===== src/rtl/scan_ctrl.sv =====
// scan_ctrl: loads the scan chain MSB first and returns its old contents; SCAN_CAPTURE_EN adds a capture phase.
// done comes 2+2*DIV*CHAIN_LEN cycles after accept (+2*DIV with capture); start is ignored, not queued, while busy.
module scan_ctrl #(
  parameter int CHAIN_LEN = 16,
  parameter int DIV       = 2
) (
  input  logic                 clk,
  input  logic                 rst_n,
  input  logic                 start,
  input  logic [CHAIN_LEN-1:0] wr_data,
`ifdef SCAN_CAPTURE_EN
  input  logic                 capture,
  output logic                 cap_clk,
`endif
  output logic                 busy,
  output logic                 done,
  output logic [CHAIN_LEN-1:0] rd_data,
  output logic                 shift_en,
  output logic                 shift_clk,
  output logic                 scan_out,
  input  logic                 scan_in
);

  localparam int PW = (DIV > 1) ? $clog2(DIV) : 1;
  localparam int BW = $clog2(CHAIN_LEN);
  localparam logic [PW-1:0] PH_LAST  = PW'(DIV - 1);
  localparam logic [BW-1:0] BIT_LAST = BW'(CHAIN_LEN - 1);

  typedef enum logic [2:0] {
    ST_IDLE    = 3'd0,
    ST_SETUP   = 3'd1,
    ST_SH_LO   = 3'd2,
    ST_SH_HI   = 3'd3,
    ST_FINISH  = 3'd4
`ifdef SCAN_CAPTURE_EN
    , ST_CAPTURE = 3'd5
`endif
  } state_e;

  state_e                 state_q;
  logic [PW-1:0]          ph_q;
  logic [BW-1:0]          bit_cnt_q;
  logic [CHAIN_LEN-1:0]   tx_sr_q;
  logic [CHAIN_LEN-1:0]   rx_sr_q;
  logic [CHAIN_LEN-1:0]   rd_data_q;
  logic                   busy_q;
  logic                   done_q;
  logic                   shift_en_q;
  logic                   shift_clk_q;
  logic                   scan_out_q;
`ifdef SCAN_CAPTURE_EN
  logic                   cap_clk_q;
`endif

  logic [PW-1:0]          ph_d;
  logic [BW-1:0]          bit_cnt_d;
  logic [CHAIN_LEN-1:0]   tx_sr_d;
  logic [CHAIN_LEN-1:0]   rx_sr_d;
  logic                   ph_last;

  assign ph_d      = ph_q + PW'(1);
  assign bit_cnt_d = bit_cnt_q + BW'(1);
  assign tx_sr_d   = {tx_sr_q[CHAIN_LEN-2:0], 1'b0};
  // The tail flop's old value arrives first, so it ends up in the MSB after CHAIN_LEN samples.
  assign rx_sr_d   = {rx_sr_q[CHAIN_LEN-2:0], scan_in};
  assign ph_last   = (ph_q == PH_LAST);

  always_ff @(posedge clk or negedge rst_n) begin
    if (!rst_n) begin
      state_q     <= ST_IDLE;
      ph_q        <= '0;
      bit_cnt_q   <= '0;
      tx_sr_q     <= '0;
      rx_sr_q     <= '0;
      rd_data_q   <= '0;
      busy_q      <= 1'b0;
      done_q      <= 1'b0;
      shift_en_q  <= 1'b0;
      shift_clk_q <= 1'b0;
      scan_out_q  <= 1'b0;
`ifdef SCAN_CAPTURE_EN
      cap_clk_q   <= 1'b0;
`endif
    end else begin
      done_q <= 1'b0;
      unique case (state_q)
        ST_IDLE: begin
          busy_q <= 1'b0;
          if (start) begin
            tx_sr_q <= wr_data;
            busy_q  <= 1'b1;
            ph_q    <= '0;
`ifdef SCAN_CAPTURE_EN
            if (capture) begin
              state_q   <= ST_CAPTURE;
              cap_clk_q <= 1'b0;
            end else begin
              state_q    <= ST_SETUP;
              shift_en_q <= 1'b1;
              scan_out_q <= wr_data[CHAIN_LEN-1];
              bit_cnt_q  <= '0;
            end
`else
            state_q    <= ST_SETUP;
            shift_en_q <= 1'b1;
            scan_out_q <= wr_data[CHAIN_LEN-1];
            bit_cnt_q  <= '0;
`endif
          end
        end

`ifdef SCAN_CAPTURE_EN
        // cap_clk low for DIV cycles, then high for DIV cycles; the chain loads on its rise.
        ST_CAPTURE: begin
          if (ph_last) begin
            ph_q <= '0;
            if (!cap_clk_q) begin
              cap_clk_q <= 1'b1;
            end else begin
              cap_clk_q  <= 1'b0;
              state_q    <= ST_SETUP;
              shift_en_q <= 1'b1;
              scan_out_q <= tx_sr_q[CHAIN_LEN-1];
              bit_cnt_q  <= '0;
            end
          end else begin
            ph_q <= ph_d;
          end
        end
`endif

        ST_SETUP: begin
          state_q <= ST_SH_LO;
          ph_q    <= '0;
        end

        ST_SH_LO: begin
          if (ph_last) begin
            state_q     <= ST_SH_HI;
            ph_q        <= '0;
            shift_clk_q <= 1'b1;
            rx_sr_q     <= rx_sr_d;
          end else begin
            ph_q <= ph_d;
          end
        end

        ST_SH_HI: begin
          if (ph_last) begin
            ph_q        <= '0;
            shift_clk_q <= 1'b0;
            if (bit_cnt_q == BIT_LAST) begin
              state_q    <= ST_FINISH;
              shift_en_q <= 1'b0;
              scan_out_q <= 1'b0;
              done_q     <= 1'b1;
              rd_data_q  <= rx_sr_q;
            end else begin
              state_q    <= ST_SH_LO;
              bit_cnt_q  <= bit_cnt_d;
              tx_sr_q    <= tx_sr_d;
              scan_out_q <= tx_sr_q[CHAIN_LEN-2];
            end
          end else begin
            ph_q <= ph_d;
          end
        end

        ST_FINISH: begin
          state_q <= ST_IDLE;
          busy_q  <= 1'b0;
        end

        default: begin
          state_q <= ST_IDLE;
          busy_q  <= 1'b0;
        end
      endcase
    end
  end

  assign busy      = busy_q;
  assign done      = done_q;
  assign rd_data   = rd_data_q;
  assign shift_en  = shift_en_q;
  assign shift_clk = shift_clk_q;
  assign scan_out  = scan_out_q;
`ifdef SCAN_CAPTURE_EN
  assign cap_clk   = cap_clk_q;
`endif

endmodule


===== config.mk =====
export PLATFORM = sky130hd
export DESIGN_NAME = scan_ctrl
export DESIGN_NICKNAME = d
export VERILOG_FILES = /design/src/rtl/scan_ctrl.sv
export SDC_FILE = /design/constraint.sdc
export NUM_CORES = 1
export LEC_CHECK = 0
export BUFFER_PORTS_ARGS = -buffer_cell sky130_fd_sc_hd__buf_2
export CAP_MARGIN = 30
export CORE_ASPECT_RATIO = 0.5
export CORE_MARGIN = 1.5
export CORE_UTILIZATION = 56
export DETAILED_ROUTE_END_ITERATION = 12
export PLACE_DENSITY = 0.77
export SYNTH_ARGS = -nofsm -noshare
export SYNTH_HDL_FRONTEND = slang
export SYNTH_SLANG_ARGS = --single-unit

===== constraint.sdc =====
create_clock -name clk -period 2.5 [get_ports clk]
set_input_delay 0.25 -clock clk [delete_from_list [all_inputs] [get_ports clk]]
set_output_delay 0.25 -clock clk [all_outputs]
set_load 0.01 [all_outputs]

==> qor.yml <==
outcome: "completed"
clockPowerShare: 0.197
detail-route-antenna-nets: 0
part_of_the_total_power_dissipated_in_sequential_elements: 0.411
drt_pre_antenna_iters: 7
cts_setup_buffers: 0
power_frac_comb: 0.391
pin_count: 41
antenna_found_initial: 0
final.period_utilization: 0.7926
setup_tns_ns: 0
internal_power_uw: 2838
grt_start_max_net_pins: 61
crit_arrival_ns: 2.20
vias_in_the_first_global_route: 1590
clkSlewWorstSetupHoldPaths_ns: 0.06
drive_gt1_frac: 0.5304
final_cell_count_no_fill: 287
fin_hold_ws_ns: 0.06228
post_synth_instance_area_sq_um: 2623
rows: 17
synthesis.yosys.warnings: 0
postSynthCellCount: 180
post-route-util: 0.6811
hold_buffer_count_at_cts: 0
leakagePower_uw: 0.001481
chipHeight_um: 51.39
slowest_delay_ns: 0.59
dpl.cell_count: 272
start_kind: "flip-flop"
synth_most_common_cell: "sky130_fd_sc_hd__dfrtp_1"
worstHoldPathType: "in -> async"
synth_enable_flop_cells: 0
drtIter0Drc: 44
worst_clock_skew_ns: 0.008828
grt_setup_unrepaired: "no"
totalWireLength_um: 4421
crit_slowest_cell: "sky130_fd_sc_hd__o21ai_4"
h-tree-depth: 3
cts_resized: 0
synth.largest_area_cell: "sky130_fd_sc_hd__dfrtp_1"
drt_drc_violations_left: 0
clk_latency_ns: 0.33
fillerInstances: 353
synth_flop_cell: "sky130_fd_sc_hd__dfrtp_1"
area_growth_syn_to_layout_pct: 15.46
switching_share: 0.3176
grt_overflow_total: 0
die_area_sq_um: 5128
max_freq_ghz: 0.5046
ys_ff_latch: 60
n_antenna_cell: 0
root_buffer: "sky130_fd_sc_hd__clkbuf_8"
finalSetupViolCount: 0
synth_commonest_cells: "60 x sky130_fd_sc_hd__dfrtp_1, 52 x sky130_fd_sc_hd__mux2_2, 8 x sky130_fd_sc_hd__mux2_4"
netlist-cell-type-count: 33
ctsLongestPathBuffers: 2
critical_path.cell_chain: "nand4b_2 > o21ai_4 > mux2_2"
finalNetCount: 247
avgRoutedWirePerCell_um: 15.40
coreArea_sq_um: 4446
critPathMaxFanout: 16
worst-setup-path-type: "reg -> reg"
die_w_um: 99.78
place_hpwl_um: 2916
power_density_nw_per_um2: 1374
critPathRequiredTime_ns: 2.72
place_congestion: 0.7676
timing.critical_path.to_type: "flip-flop"
relSlewSlack: 0.5072
max-cap-violations: 0
initial_utilization: 0.5899
via_per_inst: 5.422
mean_cell_area_of_the_mapped_netlist_sq_um: 14.57
max_vdd_drop_v: 0.0006987
post_synth_main_area_contributors: "sky130_fd_sc_hd__dfrtp_1 57%, sky130_fd_sc_hd__mux2_2 22%, sky130_fd_sc_hd__mux2_4 4.6%"
worstMarginPinSlew_ns: 0.7392
yosysSeqAreaShare: 0.5725
footprint_of_the_multi_input_gates_sq_um: 1022
hold_violations: 0
tritoncts: "built"
cts_inserted_buffers: 9
switching_power_uw: 1321
syn-num-nets: 201
finish.instance_area_sq_um: 3028
synthDominantCellAreaShare: 0.5725
vias: 1556
sequential_cell_area_sq_um: 1501
grt_use_total: 0.1992
count_of_port_buffers_added_during_placement: 40
clock_sink_count: 60
final_period_minus_worst_setup_slack_ns: 1.982
synth-async-reset-ratio: 1.000
post_dp_cell_area_sq_um: 2844
first_pass_grt_wire_length_um: 7417
timing.final.max_slew_violations: 0
## layout by cell type (no fill, tap or decap)
cell and n:
sky130_fd_sc_hd__nor3_1 2, sky130_fd_sc_hd__nor2b_1 2, sky130_fd_sc_hd__bufinv_16 1, sky130_fd_sc_hd__o21ai_0 6
sky130_fd_sc_hd__or2b_1 1, sky130_fd_sc_hd__o22ai_1 2, sky130_fd_sc_hd__or4b_4 1, sky130_fd_sc_hd__nor3_4 1
sky130_fd_sc_hd__inv_1 5, sky130_fd_sc_hd__mux2i_1 3, sky130_fd_sc_hd__mux2_4 8, sky130_fd_sc_hd__and3_1 1
sky130_fd_sc_hd__a21o_1 1, sky130_fd_sc_hd__nand4b_2 1, sky130_fd_sc_hd__nor2_2 1, sky130_fd_sc_hd__nor2_1 4
sky130_fd_sc_hd__nand2_1 6, sky130_fd_sc_hd__ha_1 1, sky130_fd_sc_hd__o22a_1 1, sky130_fd_sc_hd__buf_4 4
sky130_fd_sc_hd__nand3_1 3, sky130_fd_sc_hd__o21ai_4 1, sky130_fd_sc_hd__clkbuf_8 10, sky130_fd_sc_hd__clkbuf_1 3
sky130_fd_sc_hd__a22o_2 1, sky130_fd_sc_hd__or3_1 1, sky130_fd_sc_hd__mux2_2 52, sky130_fd_sc_hd__xor2_1 1
sky130_fd_sc_hd__dfrtp_1 60, sky130_fd_sc_hd__clkinv_2 1, sky130_fd_sc_hd__nor3b_1 1, sky130_fd_sc_hd__nand3b_1 1
sky130_fd_sc_hd__buf_2 40, sky130_fd_sc_hd__a21oi_1 2, sky130_fd_sc_hd__o311ai_0 1
## power groups by stage
| stage | clock network (uW) | registers [uW] | logic, uW |
|---|---|---|---|
| 2_1_floorplan | 0 | 1650 | 1390 |
| 3_3_place_gp | 0 | 1690 | 1580 |
| 3_5_place_dp | 0 | 1720 | 1650 |
| 4_1_cts | 848 | 1710 | 1650 |
| 5_1_grt | 887 | 1770 | 1780 |
| 6_report | 820 | 1710 | 1630 |
## path summary, 6_finish.rpt
kind / startpoint / endpoint / slack [ns] / depth (start not counted)
worst max-delay path: state_q[0]$_DFFE_PN0P_ / tx_sr_q[6]$_DFFE_PN0P_ / 0.52 / 3
worst min-delay path: rst_n / rd_data[1]$_DFFE_PN0P_ / 0.06 / 2
worst max register to register: state_q[0]$_DFFE_PN0P_ / tx_sr_q[6]$_DFFE_PN0P_ / 0.52 / 3
worst min register to register: rd_data[10]$_DFFE_PN0P_ / rd_data[10]$_DFFE_PN0P_ / 0.50 / 1
max in group asynchronous: rst_n / tx_sr_q[2]$_DFFE_PN0P_ / 1.95 / 2
min in group clk: scan_in / rx_sr_q[0]$_DFFE_PN0P_ / 0.15 / 2
## metrics by stage
step | power, uW | setup slack [ns]
after floorplan | 3041 | 0.6856
after global placement | 3272 | 0.6037
after detailed placement | 3372 | 0.5261
after CTS | 4211 | 0.5076
after global routing | 4442 | 0.3999
final | 4159 | 0.5184
## worst max-delay path, delay by kind of cell (launching register included)
kind	cells	cell delay, ns
AO/OA/AOI/OAI	1	0.59
flip-flops	1	0.55
multiplexers	1	0.40
AND/OR/NAND/NOR	1	0.33
## cell families (layout without fill, tap and decap cells)
family,count (synthesis),after routing,share of synthesized area
compound gates,15,15,0.03960
buf+inv,14,64,0.03769
fa+ha+maj,1,1,0.004770
mux,63,63,0.2805
xor+xnor,1,1,0.003340
flops,60,60,0.5725
simple gates,26,26,0.06155
## sequential cells by signal, indices dropped and copies added (netlist names)
register / cells
bit_cnt_q: 4
done: 1
ph_last: 1
busy: 1
scan_out: 1
shift_en: 1
state_q: 3
rd_data: 16
shift_clk: 1
rx_sr_q: 16
tx_sr_q: 15
## cell type report
cell class | count | share of cell area
Sequential cell | 60 | 0.4959
Clock buffer | 13 | 0.04917
Inverter | 5 | 0.006198
Multi-Input combinational cell | 106 | 0.3376
Tap cell | 57 | 0.02355
Timing Repair Buffer | 44 | 0.07603
Clock inverter | 2 | 0.01157
## routing by layer
layer | global-route usage | vias to the layer above | wire, um
met4 | 0.06808 | 0 | 52
met3 | 0.1026 | 9 | 263
met2 | 0.3141 | 52 | 2072
met1 | 0.2383 | 765 | 2033
li1 | - | 730 | -
met5 | 0 | - | 0
Power figures use the tool's default switching activity.
